File: config.mk
export PLATFORM = sky130hd
export DESIGN_NAME = multi_core_run_ctrl
export DESIGN_NICKNAME = d
export VERILOG_FILES = /design/src/rtl/multi_core_run_ctrl.sv
export SDC_FILE = /design/constraint.sdc
export NUM_CORES = 1
export LEC_CHECK = 0
export BUFFER_PORTS_ARGS = -buffer_cell sky130_fd_sc_hd__buf_4
export CELL_PAD_IN_SITES_DETAIL_PLACEMENT = 0
export CELL_PAD_IN_SITES_GLOBAL_PLACEMENT = 1
export CORE_MARGIN = 3
export CORE_UTILIZATION = 43
export CTS_BUF_LIST = sky130_fd_sc_hd__clkbuf_8
export DETAILED_ROUTE_END_ITERATION = 10
export GPL_TIMING_DRIVEN = 0
export PLACE_DENSITY = 0.93
export SLEW_MARGIN = 20
export SYNTH_ARGS = -nofsm -noshare
export SYNTH_HDL_FRONTEND = slang
export SYNTH_SLANG_ARGS = --single-unit
File: constraint.sdc
create_clock -name clk -period 3.55 [get_ports clk]
set_clock_uncertainty 0.05 [all_clocks]
set_input_delay 0.355 -clock clk [delete_from_list [all_inputs] [get_ports clk]]
set_output_delay 0.355 -clock clk [all_outputs]
set_load 0.05 [all_outputs]
File: src/rtl/multi_core_run_ctrl.sv
`default_nettype none
// ============================================================================
// Module   : multi_core_run_ctrl
// Purpose  : Run-sequencing controller for a multi-core processor array.
//            Launches a run on a host-selected subset of cores, tracks
//            per-core completion (sticky), counts RUN cycles (saturating)
//            and ends a run on full completion, timeout or host abort.
// Ports    :
//   clk, rst       - clock, asynchronous active-high reset
//   start          - host run request, honoured only in IDLE when ready
//   abort          - host abort, honoured only in RUN
//   core_mask      - cores to launch (bit i = core i), latched on start
//   timeout_limit  - max RUN cycles (0 = unlimited), latched on start
//   core_ready     - per-core ready
//   core_done      - per-core done (pulse or level)
//   core_start     - one-cycle launch pulse per selected core
//   ready          - controller can accept start this cycle
//   busy           - run in progress (any state other than IDLE)
//   done           - one-cycle run-complete pulse
//   err            - run status: 00 ok, 01 timeout, 10 abort
//   done_vec       - sticky per-core completion of the last/current run
//   cycle_count    - RUN cycles elapsed in the last/current run
// Revision : 1.0 - initial release
// ============================================================================
module multi_core_run_ctrl #(
    parameter int CORE_COUNT = 4,
    parameter int CNT_WIDTH  = 16
) (
    input  logic                  clk,
    input  logic                  rst,
    input  logic                  start,
    input  logic                  abort,
    input  logic [CORE_COUNT-1:0] core_mask,
    input  logic [CNT_WIDTH-1:0]  timeout_limit,
    input  logic [CORE_COUNT-1:0] core_ready,
    input  logic [CORE_COUNT-1:0] core_done,
    output logic [CORE_COUNT-1:0] core_start,
    output logic                  ready,
    output logic                  busy,
    output logic                  done,
    output logic [1:0]            err,
    output logic [CORE_COUNT-1:0] done_vec,
    output logic [CNT_WIDTH-1:0]  cycle_count
);

    localparam logic [1:0] c_st_idle   = 2'd0;
    localparam logic [1:0] c_st_launch = 2'd1;
    localparam logic [1:0] c_st_run    = 2'd2;
    localparam logic [1:0] c_st_finish = 2'd3;

    localparam logic [1:0] c_err_ok      = 2'b00;
    localparam logic [1:0] c_err_timeout = 2'b01;
    localparam logic [1:0] c_err_abort   = 2'b10;

    logic [1:0]            r_state;
    logic [CORE_COUNT-1:0] r_active_mask;
    logic [CNT_WIDTH-1:0]  r_limit;
    logic [CORE_COUNT-1:0] r_core_start;
    logic                  r_done;
    logic [1:0]            r_err;
    logic [CORE_COUNT-1:0] r_done_vec;
    logic [CNT_WIDTH-1:0]  r_cycle_count;

    logic                  w_ready;
    logic [CORE_COUNT-1:0] w_done_merge;
    logic                  w_complete;
    logic [CNT_WIDTH:0]    w_cnt_inc;
    logic [CNT_WIDTH-1:0]  w_cnt_sat;
    logic                  w_timeout;

    // A start needs a non-empty mask whose cores are all ready.
    assign w_ready = (r_state == c_st_idle) &&
                     (core_mask != '0) &&
                     ((core_ready & core_mask) == core_mask);

    // Completion includes this cycle's done so a single-cycle done pulse on
    // the last outstanding core finishes the run without an extra cycle.
    assign w_done_merge = (r_done_vec | core_done) & r_active_mask;
    assign w_complete   = (w_done_merge == r_active_mask);

    // One extra bit keeps the carry so the counter can saturate, and so the
    // timeout compare stays correct once the counter is pinned at all-ones.
    assign w_cnt_inc = {1'b0, r_cycle_count} + {{CNT_WIDTH{1'b0}}, 1'b1};
    assign w_cnt_sat = w_cnt_inc[CNT_WIDTH] ? r_cycle_count : w_cnt_inc[CNT_WIDTH-1:0];
    assign w_timeout = (r_limit != '0) && (w_cnt_inc >= {1'b0, r_limit});

    always_ff @(posedge clk or posedge rst) begin
        if (rst) begin
            r_state       <= c_st_idle;
            r_active_mask <= '0;
            r_limit       <= '0;
            r_core_start  <= '0;
            r_done        <= 1'b0;
            r_err         <= c_err_ok;
            r_done_vec    <= '0;
            r_cycle_count <= '0;
        end else begin
            // Pulse outputs default low; they are raised on state entry.
            r_core_start <= '0;
            r_done       <= 1'b0;

            case (r_state)
                c_st_idle: begin
                    if (start && w_ready) begin
                        r_active_mask <= core_mask;
                        r_limit       <= timeout_limit;
                        r_core_start  <= core_mask;
                        r_state       <= c_st_launch;
                    end
                end

                c_st_launch: begin
                    r_cycle_count <= '0;
                    r_done_vec    <= '0;
                    r_err         <= c_err_ok;
                    r_state       <= c_st_run;
                end

                c_st_run: begin
                    r_done_vec    <= w_done_merge;
                    r_cycle_count <= w_cnt_sat;
                    if (w_complete) begin
                        r_err   <= c_err_ok;
                        r_done  <= 1'b1;
                        r_state <= c_st_finish;
                    end else if (abort) begin
                        r_err   <= c_err_abort;
                        r_done  <= 1'b1;
                        r_state <= c_st_finish;
                    end else if (w_timeout) begin
                        r_err   <= c_err_timeout;
                        r_done  <= 1'b1;
                        r_state <= c_st_finish;
                    end
                end

                c_st_finish: begin
                    r_state <= c_st_idle;
                end

                default: begin
                    r_state <= c_st_idle;
                end
            endcase
        end
    end

    assign core_start  = r_core_start;
    assign ready       = w_ready;
    assign busy        = (r_state != c_st_idle);
    assign done        = r_done;
    assign err         = r_err;
    assign done_vec    = r_done_vec;
    assign cycle_count = r_cycle_count;

endmodule
`default_nettype wire

==> results.json <==
{
  "syn2layout_area_growth_pct": 24.24,
  "tns_ps": 0,
  "fin_ws_ps": 318.1,
  "end_kind": "register",
  "synth_xor_area_frac": 0.04359,
  "synth_cell_type_count": 50,
  "placedCellCount": 413,
  "relSlewSlack": 0.6809,
  "synth.most_common_cell": "dfrtp_1",
  "synth-seq-area-share": 0.4359,
  "crit_fanout": 7,
  "cp.required_ps": 3680,
  "drt_wl_total_mm": 6.455,
  "fmax_mhz": 309.4,
  "cpMostUsedCell": "ha_1",
  "slowest_stage": "dfrtp_1",
  "fin_nets": 397,
  "synth.ff_latch_count": 49,
  "post-cts-setup-buffer-count": 0,
  "port_buffers": 60,
  "crit_arrival_ps": 3360,
  "yosys.area_share.adder": 0.08897,
  "pre_cts_slack_ps": 291.2,
  "min_period_over_period": 0.9104,
  "syn_inst": 277,
  "synth-simple-area-share": 0.1673,
  "outcome": "finished with violations",
  "diodes": 0,
  "synthMuxAreaShare": 0.06406,
  "synth_edf_count": 0,
  "async_flop_share": 1.000,
  "num_rows": 28,
  "intPower_mw": 1.412,
  "first_iter_violations": 103,
  "clk_path_buf_depth": 2,
  "grt_overflow_total": 0,
  "r2r_end": "r_state[0]",
  "post_cts_resized": 0,
  "final-hold-violation-count": 3,
  "power_switching_mw": 1.023,
  "r2r-start": "cycle_count[1]",
  "max_stage_delay_ps": 440,
  "drive_above_1_share": 0.2977,
  "insertion_delay_ps": 300,
  "grt_pass1_wl_mm": 10.69,
  "antenna_found_initial": 0,
  "synthTopCellsByArea": "dfrtp_1 (44%), ha_1 (8.9%), mux2_2 (6.4%)",
  "hpwlAfterDp_mm": 4.966,
  "ios": 61,
  "holdWs_ps": -3.006,
  "avgSynthCellArea_um2": 10.15,
  "pwr-share-clk": 0.168,
  "synth_area_um2": 2813,
  "cts.sinks": 49,
  "crit_chain": "ha_1, nand3_2, nor3_4, and3_1, xor2_1, ha_1, nand4_1, nor3_1, a221oi_1, a31oi_2, o21ai_1, a21oi_1",
  "yosysWarnings": 0,
  "min_period_ps": 3232,
  "cts_inserted_buffers": 5,
  "grt_busiest_layer": "met2",
  "reg2regPathDepth": 12,
  "rsz0062_at_grt": "false",
  "dieArea_um2": 7547,
  "htreeDepth": 2,
  "drcViolationCount": 0,
  "syn_nets": 329,
  "die_h_um": 86.88,
  "cp-start-kind": "register",
  "setup-violations-final": 0,
  "drv_cap": 0,
  "vias": 2269,
  "gp_congestion": 0.8277,
  "yosys.area.top_type": "dfrtp_1",
  "use_met2": 0.2781,
  "power-per-cell-area_nw_per_um2": 696.9,
  "met3_usage": 0.04068,
  "start_util": 0.4588,
  "drt_pass1_iterations": 4,
  "grt_max_degree": 33,
  "slew_viol_final": 0,
  "routedWlPerCell_um": 15.33,
  "rrSetupSlack_ps": 320,
  "synth_top_area_share": 0.4359,
  "failed_checks": "hold timing",
  "grt_use_met1": 0.2483,
  "total_leakage_power_nw": 1.827,
  "die_x_um": 86.88,
  "ant_nets": 0,
  "grt_pass1_vias": 2236,
  "track_usage": 0.1794,
  "synth_top_family_by_area": "simple AND/OR/NAND/NOR gates",
  "clk_pin_slew_ps": 90,
  "peakVddDrop_mv": 0.4248,
  "power_frac_comb": 0.466,
  "tightest_slew_ps": 474.9,
  "power_frac_seq": 0.366,
  "worstSetupPathType": "register to register",
  "cts_hold_buf": 0,
  "core_um2": 6131,
  "synth_commonest_cells": "dfrtp_1 (49), inv_1 (28), nand2_1 (21), a21oi_1 (20), ha_1 (20)",
  "ys.flop_type": "dfrtp_1",
  "cts_tree": "yes",
  "root_buffer": "clkbuf_8",
  "instances_no_fill": 421,
  "drt-vias-per-instance": 5.390,
  "netSwitchingFraction": 0.4201,
  "synth-compound-area-share": 0.1459,
  "min_path_type": "input pin to async pin"
}
-- worst max path at each step --
stage | to | cells after the start | startpoint
after floorplan | done | 12 | cycle_count[0]
after global placement | done | 12 | cycle_count[0]
after detailed placement | done | 12 | cycle_count[0]
after CTS | r_state[0] | 12 | cycle_count[0]
after global routing | done | 12 | cycle_count[1]
final | r_state[0] | 12 | cycle_count[1]
-- layout make-up --
type | count | area [µm²]
Multi-Input combinational cell | 193 | 1434
Inverter | 28 | 105.1
Buffer | 7 | 47.55
Sequential cell | 49 | 1227
Timing Repair Buffer | 61 | 470.5
Fill cell | 513 | 2636
Clock inverter | 2 | 33.78
Clock buffer | 6 | 82.58
Tap cell | 75 | 93.84
-- metal layers --
metal	part of all wire	vias up
met1	0.46	1099
met5	0	-
met4	0.015	0
met3	0.049	8
li1	-	1112
met2	0.47	50
-- sequential cells by signal, indices dropped and copies added (netlist names) --
| signal | flops |
|---|---|
| core_start | 4 |
| cycle_count | 16 |
| done | 1 |
| done_vec | 4 |
| err | 2 |
| r_active_mask | 4 |
| r_limit | 16 |
| r_state | 2 |
-- critical path: cells and delay by family, from the launching register on --
family,cells,cell delay (ps)
DFF,1,440
and+or+nand+nor,5,950
xor gates and xnor gates,1,200
adders and majority gates,2,580
AOI/OAI and AO/OA,4,900
-- power groups by stage --
stage | Sequential [mW] | Clock, mW | Combinational (mW)
floorplan | 1.02 | 0 | 0.679
global placement | 0.889 | 0 | 1.09
detailed placement | 0.898 | 0 | 1.13
CTS | 0.888 | 0.422 | 1.14
global route | 0.915 | 0.444 | 1.26
finish | 0.890 | 0.409 | 1.14
-- placed cells by master (no fill, tap or decap), drive strengths merged, types with 2 or more instances in the layout --
cell type  count
a22o           6
nand2b         3
nor4           5
o21ai         16
xor2           8
nand3          8
o22ai          2
a21oi         20
ha            20
inv           29
mux2          16
nor2          18
a21o           6
a211oi         2
xnor2          6
a31oi          2
nand2         21
buf           67
nand4          6
nor3           6
and3           6
dfrtp         49
and2           2
clkbuf         7
-- cells by family (layout without fill, tap and decap cells) --
logic type / Yosys count / after routing
mux: 16 / 16
xor+xnor: 14 / 14
compound gates: 63 / 63
buf+inv: 35 / 104
flops: 49 / 49
simple gates: 80 / 80
fa+ha+maj: 20 / 20
-- stage by stage --
stage	hold WS, ps	utilization	total power [mW]	cell area, µm²
after floorplan	413.1	-	1.695	2813
after global placement	440.8	0.5476	1.979	3357
after detailed placement	338.4	0.5508	2.031	3377
after CTS	5.651	0.5698	2.451	3493
after global routing	15.05	0.5700	2.618	3495
final	-3.006	0.5700	2.435	3495
(Power assumes the default switching activity.)
